## src/rtl/insertion_sort_engine.sv

```systemverilog
// In-place insertion sorter driving a valid/ready read/write memory channel set.
// One transaction is in flight at a time. The key write-back is skipped when no element moved.
module insertion_sort_engine #(
    parameter int unsigned ADDR_WDTH = 4,
    parameter int unsigned DATA_WDTH = 32,
    parameter int unsigned RESP_WDTH = 1,
    parameter bit          SIGNED    = 1'b0
) (
    input  logic                 clk,
    input  logic                 rst,
    input  logic                 start,
    input  logic [ADDR_WDTH:0]   arr_size,
    input  logic                 descending,
    output logic                 busy,
    output logic                 done,
    output logic                 error,
    output logic                 ar_valid,
    input  logic                 ar_ready,
    output logic [ADDR_WDTH-1:0] ar_addr,
    input  logic                 r_valid,
    output logic                 r_ready,
    input  logic [DATA_WDTH-1:0] r_data,
    input  logic [RESP_WDTH-1:0] r_resp,
    output logic                 aw_valid,
    input  logic                 aw_ready,
    output logic [ADDR_WDTH-1:0] aw_addr,
    output logic                 w_valid,
    input  logic                 w_ready,
    output logic [DATA_WDTH-1:0] w_data,
    input  logic                 b_valid,
    output logic                 b_ready,
    input  logic [RESP_WDTH-1:0] b_resp
);

    localparam int unsigned   CW      = ADDR_WDTH + 1;
    localparam logic [CW-1:0] One     = {{ADDR_WDTH{1'b0}}, 1'b1};
    localparam logic [CW-1:0] MaxSize = {1'b1, {ADDR_WDTH{1'b0}}};

    typedef enum logic [3:0] {
        StIdle, StKeyAr, StKeyR, StCmpAr, StCmpR, StEval, StShW,
        StShB, StInsW, StInsB, StNext, StDone, StErr
    } state_e;

    state_e state_q, state_d;

    // j is a two's-complement index so that j = -1 shows up as the MSB being set.
    logic [CW-1:0]        i_q, i_d, j_q, j_d, size_q, size_d;
    logic [DATA_WDTH-1:0] key_q, key_d, cmp_q, cmp_d;
    logic                 desc_q, desc_d, shifted_q, shifted_d, error_q, error_d;
    logic                 aw_done_q, aw_done_d, w_done_q, w_done_d;

    logic [CW-1:0] size_clamped, i_inc, j_inc;
    logic          ar_hs, r_hs, aw_hs, w_hs, b_hs, r_err, b_err;
    logic          aw_acc, w_acc, both_acc, cmp_gt, cmp_lt, after;

    assign size_clamped = (arr_size > MaxSize) ? MaxSize : arr_size;
    assign i_inc        = i_q + One;
    assign j_inc        = j_q + One;

    assign ar_hs    = ar_valid & ar_ready;
    assign r_hs     = r_valid & r_ready;
    assign aw_hs    = aw_valid & aw_ready;
    assign w_hs     = w_valid & w_ready;
    assign b_hs     = b_valid & b_ready;
    assign r_err    = |r_resp;
    assign b_err    = |b_resp;
    assign aw_acc   = aw_done_q | aw_hs;
    assign w_acc    = w_done_q | w_hs;
    assign both_acc = aw_acc & w_acc;

    always_comb begin
        if (SIGNED) begin
            cmp_gt = $signed(cmp_q) > $signed(key_q);
            cmp_lt = $signed(cmp_q) < $signed(key_q);
        end else begin
            cmp_gt = cmp_q > key_q;
            cmp_lt = cmp_q < key_q;
        end
        after = desc_q ? cmp_lt : cmp_gt;
    end

    always_ff @(posedge clk or posedge rst) begin
        if (rst) begin
            state_q <= StIdle;
        end else begin
            state_q <= state_d;
        end
    end

    always_comb begin
        state_d = state_q;
        case (state_q)
            StIdle:  if (start) state_d = (size_clamped <= One) ? StDone : StKeyAr;
            StKeyAr: if (ar_hs) state_d = StKeyR;
            StKeyR:  if (r_hs) state_d = r_err ? StErr : StCmpAr;
            StCmpAr: if (ar_hs) state_d = StCmpR;
            StCmpR:  if (r_hs) state_d = r_err ? StErr : StEval;
            StEval:  state_d = after ? StShW : (shifted_q ? StInsW : StNext);
            StShW:   if (both_acc) state_d = StShB;
            StShB: begin
                if (b_hs) begin
                    if (b_err)          state_d = StErr;
                    else if (j_q == '0) state_d = StInsW;
                    else                state_d = StCmpAr;
                end
            end
            StInsW:  if (both_acc) state_d = StInsB;
            StInsB:  if (b_hs) state_d = b_err ? StErr : StNext;
            StNext:  state_d = (i_inc == size_q) ? StDone : StKeyAr;
            StDone:  state_d = StIdle;
            StErr:   state_d = StIdle;
            default: state_d = StIdle;
        endcase
    end

    always_comb begin
        i_d       = i_q;
        j_d       = j_q;
        size_d    = size_q;
        key_d     = key_q;
        cmp_d     = cmp_q;
        desc_d    = desc_q;
        shifted_d = shifted_q;
        error_d   = error_q;
        aw_done_d = aw_done_q;
        w_done_d  = w_done_q;
        case (state_q)
            StIdle: begin
                if (start) begin
                    size_d  = size_clamped;
                    desc_d  = descending;
                    i_d     = One;
                    error_d = 1'b0;
                end
            end
            StKeyR: begin
                if (r_hs && !r_err) begin
                    key_d     = r_data;
                    j_d       = i_q - One;
                    shifted_d = 1'b0;
                end
            end
            StCmpR:  if (r_hs && !r_err) cmp_d = r_data;
            StShW, StInsW: begin
                aw_done_d = aw_acc & ~both_acc;
                w_done_d  = w_acc & ~both_acc;
            end
            StShB: begin
                if (b_hs && !b_err) begin
                    shifted_d = 1'b1;
                    j_d       = j_q - One;
                end
            end
            StNext:  i_d = i_inc;
            default: ;
        endcase
        if (state_d == StErr) error_d = 1'b1;
    end

    always_ff @(posedge clk or posedge rst) begin
        if (rst) begin
            i_q       <= '0;
            j_q       <= '0;
            size_q    <= '0;
            key_q     <= '0;
            cmp_q     <= '0;
            desc_q    <= 1'b0;
            shifted_q <= 1'b0;
            error_q   <= 1'b0;
            aw_done_q <= 1'b0;
            w_done_q  <= 1'b0;
        end else begin
            i_q       <= i_d;
            j_q       <= j_d;
            size_q    <= size_d;
            key_q     <= key_d;
            cmp_q     <= cmp_d;
            desc_q    <= desc_d;
            shifted_q <= shifted_d;
            error_q   <= error_d;
            aw_done_q <= aw_done_d;
            w_done_q  <= w_done_d;
        end
    end

    always_comb begin
        busy     = (state_q != StIdle);
        done     = (state_q == StDone) || (state_q == StErr);
        error    = error_q;
        ar_valid = (state_q == StKeyAr) || (state_q == StCmpAr);
        ar_addr  = '0;
        if (state_q == StKeyAr)      ar_addr = i_q[ADDR_WDTH-1:0];
        else if (state_q == StCmpAr) ar_addr = j_q[ADDR_WDTH-1:0];
        r_ready  = (state_q == StKeyR) || (state_q == StCmpR);
        aw_valid = ((state_q == StShW) || (state_q == StInsW)) && !aw_done_q;
        w_valid  = ((state_q == StShW) || (state_q == StInsW)) && !w_done_q;
        aw_addr  = ((state_q == StShW) || (state_q == StInsW)) ? j_inc[ADDR_WDTH-1:0] : '0;
        w_data   = '0;
        if (state_q == StShW)       w_data = cmp_q;
        else if (state_q == StInsW) w_data = key_q;
        b_ready  = (state_q == StShB) || (state_q == StInsB);
    end

endmodule
```

## config.mk

```make
export PLATFORM = sky130hd
export DESIGN_NAME = insertion_sort_engine
export DESIGN_NICKNAME = d
export VERILOG_FILES = /design/src/rtl/insertion_sort_engine.sv
export SDC_FILE = /design/constraint.sdc
export NUM_CORES = 1
export LEC_CHECK = 0
export CAP_MARGIN = 20
export CORE_MARGIN = 2
export CORE_UTILIZATION = 48
export DETAILED_ROUTE_END_ITERATION = 16
export GPL_ROUTABILITY_DRIVEN = 0
export PLACE_DENSITY = 0.77
export SYNTH_ARGS = -nofsm -noshare
export SYNTH_HDL_FRONTEND = slang
export SYNTH_SLANG_ARGS = --single-unit
```

## constraint.sdc

```tcl
create_clock -name clk -period 3 [get_ports clk]
set_input_delay 0.9 -clock clk [delete_from_list [all_inputs] [get_ports clk]]
set_output_delay 0.9 -clock clk [all_outputs]
set_load 0.005 [all_outputs]
```

# Yosys cells after proc, flatten, opt, wreduce, memory -nomap -nowiden
# Cells that the tools add are included.
[op_classes]
addsub = 4
order_cmp = 4
n_eq_ne = 17
n_mux = 37
bitwise_logic = 11
reduce_logical = 27
[ops]
columns = ["cell", "n"]
rows = [
  ["$mux W4", 19],
  ["$mux W32", 2],
  ["$pmux W4 S11", 1],
  ["$gt A32 B32 Y1", 1],
  ["$lt A32 B32 Y1", 1],
  ["$eq A4 B4 Y1 const B", 6],
  ["$mux W5", 4],
  ["$pmux W5 S2", 2],
  ["$eq A4 B3 Y1 const B", 4],
  ["$reduce_and A2 Y1", 5],
  ["$sub A5 B1 Y5 const B", 2],
  ["$and A1 B1 Y1", 8],
  ["$eq A4 B2 Y1 const B", 2],
  ["$reduce_bool A2 Y1", 4],
  ["$mux W1", 6],
  ["$ne A2 B2 Y1 const B", 3],
  ["$add A5 B1 Y5 const B", 1],
  ["$eq A5 B5 Y1", 1],
  ["$gt A5 B5 Y1 const B", 1],
  ["$le A5 B1 Y1 const B", 1],
  ["$logic_not A5 Y1", 1],
  ["$logic_or A1 B1 Y1", 5],
  ["$add A4 B1 Y4 const B", 1],
  ["$eq A4 B1 Y1 const B", 1],
  ["other kinds (11)", 18],
]
[totals]
register_bits = 88
out_inout_bits = 48
wordCells = 111

# Depth between registers and ports, before layout
# Gate-level depths: netlist (run 1).
[depth]
ltp_word = 11
depth_mapped = 8
ltp_nobuf = 8

# Worst setup path before layout (run 1)
# OpenSTA, ideal clock, no wires.
[synth_path]
path_kind = "reg2out"
start = "register state_q[0]"
end = "output port w_data[16]"
arrival_ns = 1.511
t_required_ns = 2.100
slack_ns = 0.589
stages_incl_launch_ff = 7
n_path_buf = 3
path_cell_list = "dfrtp_1 -> clkbuf_1 -> inv_1 -> nand2_1 -> clkbuf_1 -> clkbuf_1 -> a21oi_1"
[synth_via]
elab_chain_cells = 3
word_cells_on_any_way = 4
[synth_rtl]
columns = ["item", "line_no", "text"]
rows = [
  ["start, declared", "44", "state_e state_q, state_d;"],
  ["start signal, assigned", "84", "state_q <= StIdle;"],
  ["start signal, assigned", "86", "state_q <= state_d;"],
  ["$eq A4 B4 Y1", "200", "else if (state_q == StInsW) w_data = key_q;"],
  ["$mux W32", "200", ""],
  ["$mux W32 *", "199", "if (state_q == StShW) w_data = cmp_q;"],
  ["end, declared", "29", "output logic [DATA_WDTH-1:0] w_data,"],
]
# Every way passes the cells marked *; elsewhere a longest branch is shown, timed or not.

# Worst setup path in the final report (run 1)
[layout_path]
start = "register state_q[2]"
end = "output port b_ready"
[layout_via]
elab_chain_cells = 2
word_cells_on_any_way = 3
[layout_rtl]
columns = ["item", "line_no", "text"]
rows = [
  ["$eq A4 B3 Y1 or $eq A4 B4 Y1 (tied branches)", "201", "b_ready = (state_q == StShB) || (state_q == StInsB);"],
  ["$logic_or A1 B1 Y1 *", "201", ""],
  ["end, declared", "31", "output logic b_ready,"],
]
# Marks and branches as above.

==> results of run 1 <==
[sequential cells by signal, indices dropped and copies added, names as in the netlist]
register   flops
key_q         32
j_q            5
desc_q         1
w_done_q       1
shifted_q      1
cmp_q         32
error          1
state_q        4
size_q         5
i_q            5
aw_done_q      1
[placed cells by master, fill, tap and decap left out, types with 5 or more instances in the layout]
master / count
ha_1: 36
nor2_1: 34
clkdlybuf4s50_1: 57
mux2i_1: 8
inv_1: 41
o21ai_0: 50
dlymetal6s2s_1: 6
nand2b_1: 7
clkbuf_16: 9
dfrtp_1: 87
xnor2_1: 5
dlygate4sd2_1: 32
and2_1: 6
nand2_1: 121
nor3_1: 8
nor2b_1: 5
buf_4: 14
mux2_2: 41
nand3_1: 15
nand4_1: 7
a21oi_1: 52
buf_12: 6
[cells by family (layout without fill, tap and decap cells)]
group                      after synthesis  count (layout)  synth area share [%]
muxes                                   50              50                 10.42
xor gates and xnor gates                 8               8                 1.294
AOI/OAI and AO/OA                      134             134                 14.16
adders and majority gates               36              36                 8.318
DFF                                     88              88                 40.67
buffers and inverters                   74             176                 5.499
and+or+nand+nor                        232             232                 19.64
[where the power goes]
group          switching [mW]  leakage [nW]  internal, mW
Sequential              0.416          1.12          1.70
Clock                   0.500         0.147         0.654
Combinational            1.60          2.21          1.42
Total                    2.51          3.48          3.78
[worst paths after layout]
path                                         end  slack, ns  depth (start not counted)
setup / recovery                         b_ready       0.07                          6
max in group asynchronous   state_q[1]$_DFF_PP0_       1.60                          3
hold reg to reg            size_q[3]$_DFFE_PP0P_       0.50                          2
setup reg to reg            state_q[3]$_DFF_PP0_       0.37                          8
hold / removal             size_q[3]$_DFFE_PP0P_       0.50                          2
min in group asynchronous     j_q[2]$_DFFE_PP0P_       1.05                          3
[metal layers]
metal  vias up  wire length [um]  share of wire [%]
li1       2336                 -                  -
met1      2351              6078                 42
met2       183              7320                 50
met3        31               749                5.2
met4         0               354                2.4
met5         -                 0                  0
[Yosys cell counts (all sizes together), types with 4 or more instances]
master | count | area [sq um]
o21ai | 50 | 250.2
xnor2 | 5 | 43.79
ha | 36 | 450.4
nor2 | 35 | 131.4
nand3 | 16 | 85.08
clkbuf | 20 | 75.07
a21oi | 55 | 275.3
and3 | 4 | 25.02
nor4 | 4 | 31.28
buf | 12 | 65.06
mux2 | 41 | 461.7
o31ai | 4 | 30.03
and2 | 7 | 46.30
a21o | 4 | 30.03
nor2b | 6 | 37.54
nand2b | 9 | 56.30
nor3 | 8 | 40.04
nand4 | 7 | 43.79
dfrtp | 88 | 2202
nand2 | 123 | 461.7
inv | 42 | 157.7
mux2i | 9 | 102.6
[timing repair]
action	4_1_cts	5_1_grt
setup endpoints to repair	38	9
gates resized for setup	45	8
pin swaps	2	1
cloned	2	0
buffers inserted	3	0
[critical path, stage by stage (launching register included)]
cell and delay, ns:
dfrtp_1 0.41, buf_4 0.15, nand2b_4 0.08, mux2i_4 0.19, buf_4 0.16, and2_1 0.17, clkdlybuf4s50_1 0.51
[layout make-up]
type	count	share of cell area, %
multi-input cells	460	42.26
well taps	140	2.491
inverters	42	2.295
flip-flops and latches	88	31.33
clock buffers	9	3.203
repair buffers	118	17.31
clock inverters	7	1.103
[metrics by stage]
stage                     cell area, sq um    TNS, ns  cells  setup WS [ns]  power [mW]
after floorplan                       5419          0    622         0.5894       3.946
after global placement                6616          0    843         0.1966       4.876
after detailed placement              6616          0    843         0.1900       5.024
after CTS                             7009  -0.006743    864      -0.006743       6.278
after global routing                  7032          0    864        0.01210       6.787
final                                 7032          0    864        0.07420       6.290
==> impl_metrics.env, run 1 <==
export IMPL_cp_end_kind="output pin"
export IMPL_clock_skew_ns=0.008370
export IMPL_cts_num_sinks=88
export IMPL_clock_path_buffers=2
export IMPL_synthFlopType="dfrtp_1"
export IMPL_rows=38
export IMPL_cp_required_ns=2.10
export IMPL_dr_pass1_iters=7
export IMPL_slew_violations=0
export IMPL_cp_arrival_ns=2.03
export IMPL_final_nets=803
export IMPL_fp_dieW_um=110.2
export IMPL_layout_min_cycle_time_ns=2.926
export IMPL_drv_cap=0
export IMPL_clkLatencyLatePin_ns=0.35
export IMPL_crit_path_start_kind="register"
export IMPL_multiInputGateArea_sq_um=2972
export IMPL_finalHoldViolCount=0
export IMPL_grt_busiest_layer="met2"
export IMPL_power_density_nw_per_um2=894.5
export IMPL_die_y_um=110.2
export IMPL_syn_nets=706
export IMPL_critical_path_class="register to output pin"
export IMPL_fmax_ghz=0.3418
export IMPL_netlist_area_sq_um=5415
export IMPL_grtUsageMet2_pct=44.13
export IMPL_final_period_utilization_pct=97.53
export IMPL_path_clk_slew_ns=0.07
export IMPL_tightest_slew_ns=0.5399
export IMPL_root_buffer="clkbuf_16"
export IMPL_track_usage_pct=25.50
export IMPL_layout_drive_gt1_share_pct=13.81
export IMPL_rsz0062_at_grt="false"
export IMPL_avgSynthCellArea_sq_um=8.706
export IMPL_path_max_fanout=4
export IMPL_critPathLaunch="state_q[2]$_DFF_PP0_"
export IMPL_ys_types=54
export IMPL_grt_antenna_before_repair=0
export IMPL_fillers=905
export IMPL_ctsHtreeMaxLevel=3
export IMPL_met3_usage_pct=3.410
export IMPL_cts_tree="built"
export IMPL_vias=4901
export IMPL_setup_viol_count_final=0
export IMPL_wire_per_inst_um=16.79
export IMPL_hp_class="register to register"
export IMPL_ys_ff_latch=88
export IMPL_holdWs_ns=0.5047
export IMPL_grt_pass1_wl_mm=23.80
export IMPL_first_global_vias=4990
export IMPL_core_sq_um=10940
export IMPL_synthCells=622
export IMPL_synth_edf_count=0
export IMPL_hpwl_mm=9.793
export IMPL_fin_util_pct=64.30
export IMPL_status="complete, no violations"
export IMPL_antenna_cells=0
export IMPL_ctsHoldBuffers=0
export IMPL_p_leak_nw=3.478
export IMPL_viasPerCell=5.672
export IMPL_numCtsBuffers=9
export IMPL_rr_startpoint="key_q[30]$_DFFE_PP0P_"
export IMPL_grt_max_degree=89
export IMPL_grt_overflow_total=0
export IMPL_dieArea_sq_um=12150
export IMPL_yosysWarnings=0
export IMPL_wl_mm=14.50
export IMPL_ir_drop_uv=391.1
export IMPL_gr_usage_met1_pct=32.30
export IMPL_synthArstFlopShare_pct=100.0
export IMPL_area_delta_synth_final_pct=29.85
export IMPL_hp_start="size_q[3]$_DFFE_PP0P_"
export IMPL_portBuffers=95
export IMPL_regArea_sq_um=2203
export IMPL_initial_utilization_pct=49.52
export IMPL_drc=0
export IMPL_seq_area_frac_synth_pct=40.67
export IMPL_antenna_left=0
export IMPL_drt_first_iter_violations=340
export IMPL_io_pins=96
export IMPL_maxSlewHeadroom_pct=63.73
Power figures use the tool's default switching activity.
==> run 2: changes to the inputs <==
--- a/config.mk
+++ b/config.mk
@@ -6,6 +6,7 @@
 export NUM_CORES = 1
 export LEC_CHECK = 0
 export CAP_MARGIN = 20
+export CORE_ASPECT_RATIO = 1.75
 export CORE_MARGIN = 2
 export CORE_UTILIZATION = 48
 export DETAILED_ROUTE_END_ITERATION = 16
==> impl_metrics.env, run 2 (synthesis gave the netlist of run 1 again) <==
export IMPL_finalPower_mw=6.381
export IMPL_p_sw_share_pct=39.39
export IMPL_layout_common_cells="nand2_1, dfrtp_1, clkdlybuf4s50_1"
export IMPL_numCtsBuffers=9
export IMPL_tightest_slew_ns=0.5782
export IMPL_reg_largest_list="cmp_q (32), key_q (32)"
export IMPL_drc=0
export IMPL_clock_path_buffers=2
export IMPL_p_leak_nw=3.751
export IMPL_grt_max_degree=89
export IMPL_path_max_fanout=25
export IMPL_cts_num_sinks=88
export IMPL_dr_pass1_iters=4
export IMPL_portBuffers=95
export IMPL_layout_drive_gt1_share_pct=15.64
export IMPL_status="complete, no violations"
export IMPL_viasPerCell=5.735
export IMPL_grt_antenna_before_repair=0
export IMPL_hpwl_mm=10.29
export IMPL_stdcell_area_sq_um=7187
export IMPL_io_pins=96
export IMPL_pre_cts_ws_ns=0.1347
export IMPL_multiInputGateArea_sq_um=3013
export IMPL_cp_end_kind="output pin"
export IMPL_root_buffer="clkbuf_16"
export IMPL_setup_slack_ns=0.05506
export IMPL_die_y_um=144.5
export IMPL_area_delta_synth_final_pct=32.72
export IMPL_initial_utilization_pct=49.05
export IMPL_place_area_sq_um=6641
export IMPL_ff2ff_setup_slack_ns=0.34
export IMPL_critical_path_class="register to output pin"
export IMPL_p_seq_share_pct=33.3
export IMPL_wl_mm=14.78
export IMPL_final_period_utilization_pct=98.16
export IMPL_slew_violations=0
export IMPL_maxSlewHeadroom_pct=61.45
export IMPL_grt_pass1_wl_mm=24.13
export IMPL_finalHoldViolCount=0
export IMPL_track_usage_pct=24.87
export IMPL_switchingPower_mw=2.514
export IMPL_clkLatencyLatePin_ns=0.34
export IMPL_fmax_ghz=0.3396
export IMPL_antenna_cells=0
export IMPL_drt_first_iter_violations=245
export IMPL_layout_min_cycle_time_ns=2.945
export IMPL_crit_path_start_kind="register"
export IMPL_cp_arrival_ns=2.04
export IMPL_comb_power_share_pct=48.8
export IMPL_ctsHtreeMaxLevel=3
export IMPL_clock_skew_ns=0.005207
export IMPL_cp_required_ns=2.10
export IMPL_dieArea_sq_um=12180
export IMPL_wire_per_inst_um=17.17
export IMPL_fin_util_pct=65.10
export IMPL_core_sq_um=11040
export IMPL_setup_viol_count_final=0
export IMPL_fp_dieW_um=84.29
export IMPL_ir_drop_uv=490.2
export IMPL_p_int_mw=3.867
export IMPL_ctsHoldBuffers=0
export IMPL_drv_cap=0
export IMPL_antenna_left=0
export IMPL_grt_overflow_total=0
export IMPL_final_nets=808
export IMPL_p_clk_share_pct=17.9
export IMPL_rows=51
export IMPL_fillers=920
export IMPL_finalSetupTns_ns=0
export IMPL_hp_class="register to register"
export IMPL_first_global_vias=5088
export IMPL_regArea_sq_um=2205
export IMPL_power_density_nw_per_um2=887.9
export IMPL_mostFrequentLayoutCell="nand2_1"
export IMPL_cts_tree="built"
export IMPL_path_clk_slew_ns=0.06
export IMPL_vias=4938
==> run 2: cell count changes in the layout (fill, tap and decap cells not counted), moves of 3 or more <==
cell	previous run	this run
a21oi_1	52	43
a21oi_2	2	11
buf_12	6	9
buf_4	14	17
clkdlybuf4s50_1	57	63
dlygate4sd2_1	32	5
dlymetal6s2s_1	6	27
inv_6	3	0
==> run 2: power groups by stage <==
stage	sequential (mW)	combinational, mW	clock [mW]
after CTS	2.12	3.04	1.16
final	2.12	3.12	1.14
after floorplan	1.97	1.97	0
after global placement	2.09	2.82	0
after global routing	2.19	3.50	1.22
after detailed placement	2.13	2.92	0
==> run 2: repair_timing <==
item / in CTS / in global routing
setup buffers: 2 / 4
gates cloned: 1 / 0
endpoints found under the setup margin: 37 / 36
pin swaps: 2 / 1
gates resized for setup: 29 / 36
endpoints found under the hold margin: 0 / 0
==> run 2: per-layer routing <==
metal,vias up,global-route usage (%),share of wire (%)
met4,0,12.05,4.0
li1,2345,-,-
met5,-,0,0
met1,2413,27.56,38
met2,134,46.28,55
met3,46,3.311,3.1
==> run 2: path summary, 6_finish.rpt <==
| kind | from | endpoint | cells past startpoint |
|---|---|---|---|
| worst max-delay path | state_q[3]$_DFF_PP0_ | w_data[18] | 6 |
| worst min-delay path | size_q[0]$_DFFE_PP0P_ | size_q[0]$_DFFE_PP0P_ | 2 |
| worst max register to register | cmp_q[30]$_DFFE_PP0P_ | state_q[3]$_DFF_PP0_ | 7 |
| worst min register to register | size_q[0]$_DFFE_PP0P_ | size_q[0]$_DFFE_PP0P_ | 2 |
| max in group asynchronous | rst | state_q[2]$_DFF_PP0_ | 3 |
| min in group asynchronous | rst | key_q[24]$_DFFE_PP0P_ | 3 |
==> run 2: stage by stage <==
step,hold WS [ns],instances
floorplan,0.4689,622
global placement,0.4920,838
detailed placement,0.4935,838
CTS,0.5080,857
global route,0.5335,861
finish,0.4994,861
==> run 2: layout make-up <==
cell class	instances	share of cell area [%]
multi-input cells	460	41.92
repair buffers	123	18.68
flip-flops and latches	88	30.68
well taps	132	2.298
inverters	42	2.246
clock inverters	4	0.7486
clock buffers	12	3.430
==> run 2: critical path, cell delays in order, from the launching register on <==
cell             delay [ns]
dfrtp_1                0.43
nand2b_4               0.19
mux2i_4                0.18
nand2_4                0.09
buf_12                 0.17
a21oi_2                0.12
clkdlybuf4s50_1        0.51
==> run 3: changes to the inputs <==
--- a/config.mk
+++ b/config.mk
@@ -6,7 +6,7 @@
 export NUM_CORES = 1
 export LEC_CHECK = 0
 export CAP_MARGIN = 20
-export CORE_ASPECT_RATIO = 1.75
+export CORE_ASPECT_RATIO = 2
 export CORE_MARGIN = 2
 export CORE_UTILIZATION = 48
 export DETAILED_ROUTE_END_ITERATION = 16
==> impl_metrics.env, run 3 (synthesis gave the netlist of run 1 again) <==
export IMPL_status="complete, no violations"
export IMPL_cp_arrival_ns=2.05
export IMPL_drt_first_iter_violations=277
export IMPL_first_global_vias=5202
export IMPL_hpwl_mm=10.80
export IMPL_critical_path_class="register to output pin"
export IMPL_cts_tree="built"
export IMPL_viasPerCell=5.726
export IMPL_final_nets=805
export IMPL_finalHoldViolCount=0
export IMPL_slew_violations=0
export IMPL_track_usage_pct=25.11
export IMPL_clock_path_buffers=2
export IMPL_crit_path_start_kind="register"
export IMPL_layout_min_cycle_time_ns=2.946
export IMPL_dr_pass1_iters=5
export IMPL_fp_dieW_um=79.11
export IMPL_grt_antenna_before_repair=0
export IMPL_final_period_utilization_pct=98.20
export IMPL_path_max_fanout=15
export IMPL_maxSlewHeadroom_pct=55.30
export IMPL_p_leak_nw=3.604
export IMPL_ir_drop_uv=474.8
export IMPL_rr_worst_depth=7
export IMPL_wire_per_inst_um=17.23
export IMPL_drc=0
export IMPL_fmax_ghz=0.3394
export IMPL_hold_depth=2
export IMPL_holdWs_ns=0.5232
export IMPL_root_buffer="clkbuf_16"
export IMPL_cp_end_kind="output pin"
export IMPL_antenna_cells=0
export IMPL_mostFrequentLayoutCell="nand2_1"
export IMPL_power_density_nw_per_um2=901.1
export IMPL_clock_skew_ns=0.007876
export IMPL_io_pins=96
export IMPL_grt_overflow_total=0
export IMPL_area_delta_synth_final_pct=33.23
export IMPL_layout_drive_gt1_share_pct=15.98
export IMPL_reg_largest_list="cmp_q (32), key_q (32)"
export IMPL_layout_common_cells="nand2_1, dfrtp_1, clkdlybuf4s50_1"
export IMPL_portBuffers=95
export IMPL_die_y_um=154.2
export IMPL_core_sq_um=10950
export IMPL_initial_utilization_pct=49.47
export IMPL_ctsHtreeMaxLevel=3
export IMPL_dieArea_sq_um=12200
export IMPL_rows=54
export IMPL_cp_required_ns=2.10
export IMPL_tightest_slew_ns=0.6691
export IMPL_path_clk_slew_ns=0.06
export IMPL_grt_pass1_wl_mm=24.18
export IMPL_hp_class="register to register"
export IMPL_setup_viol_count_final=0
export IMPL_numCtsBuffers=9
export IMPL_ctsHoldBuffers=0
export IMPL_clkLatencyLatePin_ns=0.35
export IMPL_rsz0062_at_grt="true"
export IMPL_drv_cap=0
export IMPL_grt_max_degree=66
export IMPL_vias=4959
export IMPL_wl_mm=14.92
export IMPL_finalSetupTns_ns=0
export IMPL_cts_num_sinks=88
export IMPL_antenna_left=0
==> run 3: cell count changes in the layout (fill, tap and decap cells not counted), sizes merged <==
cell,change
clkbuf,-2
dlygate4sd2,+1
inv,+1
buf,-4
clkdlybuf4s50,+8
dlymetal6s2s,-9
bufinv,+2
==> run 3: area by class of cell <==
type | count | area, sq um
Fill cell | 898 | 3731
Sequential cell | 88 | 2205
Multi-Input combinational cell | 460 | 3038
Clock inverter | 7 | 118.9
Inverter | 42 | 161.4
Clock buffer | 9 | 225.2
Tap cell | 140 | 175.2
Timing Repair Buffer | 120 | 1291
==> run 3: layer usage <==
metal / track usage (%) / up-vias / share of wire (%)
met3: 4.376 / 44 / 3.6
li1: - / 2334 / -
met2: 46.09 / 153 / 56
met4: 14.04 / 0 / 4.6
met1: 26.19 / 2428 / 36
met5: 0 / - / 0
==> run 3: power by group <==
part / internal [mW] / switching (mW)
logic: 1.46 / 1.62
registers: 1.70 / 0.409
clock network: 0.815 / 0.486
total: 3.98 / 2.52
==> run 3: critical path, cell delays in order, from the launching register on <==
cell             delay (ns)
dfrtp_2                0.44
nand2b_4               0.16
mux2i_4                0.16
nand2_2                0.11
buf_8                  0.17
a21oi_2                0.14
clkdlybuf4s50_1        0.52
==> run 3: metrics by stage <==
step	setup slack (ns)	power [mW]	std cells	area [sq um]	util, %
final	0.05389	6.501	866	7214	65.91
after global placement	0.1790	4.890	846	6651	60.77
after global routing	-0.03661	6.991	866	7214	65.91
after CTS	0.002421	6.450	864	7086	64.73
after floorplan	0.5894	3.946	622	5419	-
after detailed placement	0.1465	5.030	846	6651	60.77
==> run 3: worst paths after layout <==
kind                                             from                    end  slack (ns)
worst max-delay path             state_q[2]$_DFF_PP0_              w_data[8]        0.05
max in group asynchronous                         rst     desc_q$_DFFE_PP0P_        1.38
worst min register to register      error$_DFFE_PP0P_      error$_DFFE_PP0P_        0.52
worst max register to register  cmp_q[30]$_DFFE_PP0P_   state_q[3]$_DFF_PP0_        0.38
worst min-delay path                error$_DFFE_PP0P_      error$_DFFE_PP0P_        0.52
min in group asynchronous                         rst  cmp_q[12]$_DFFE_PP0P_        1.00
==> run 3: what timing repair did <==
action	4_1_cts	5_1_grt
gates cloned	1	1
gates resized for setup	29	31
buffers inserted	1	1
endpoints found under the setup margin	32	32
pin swaps	1	1
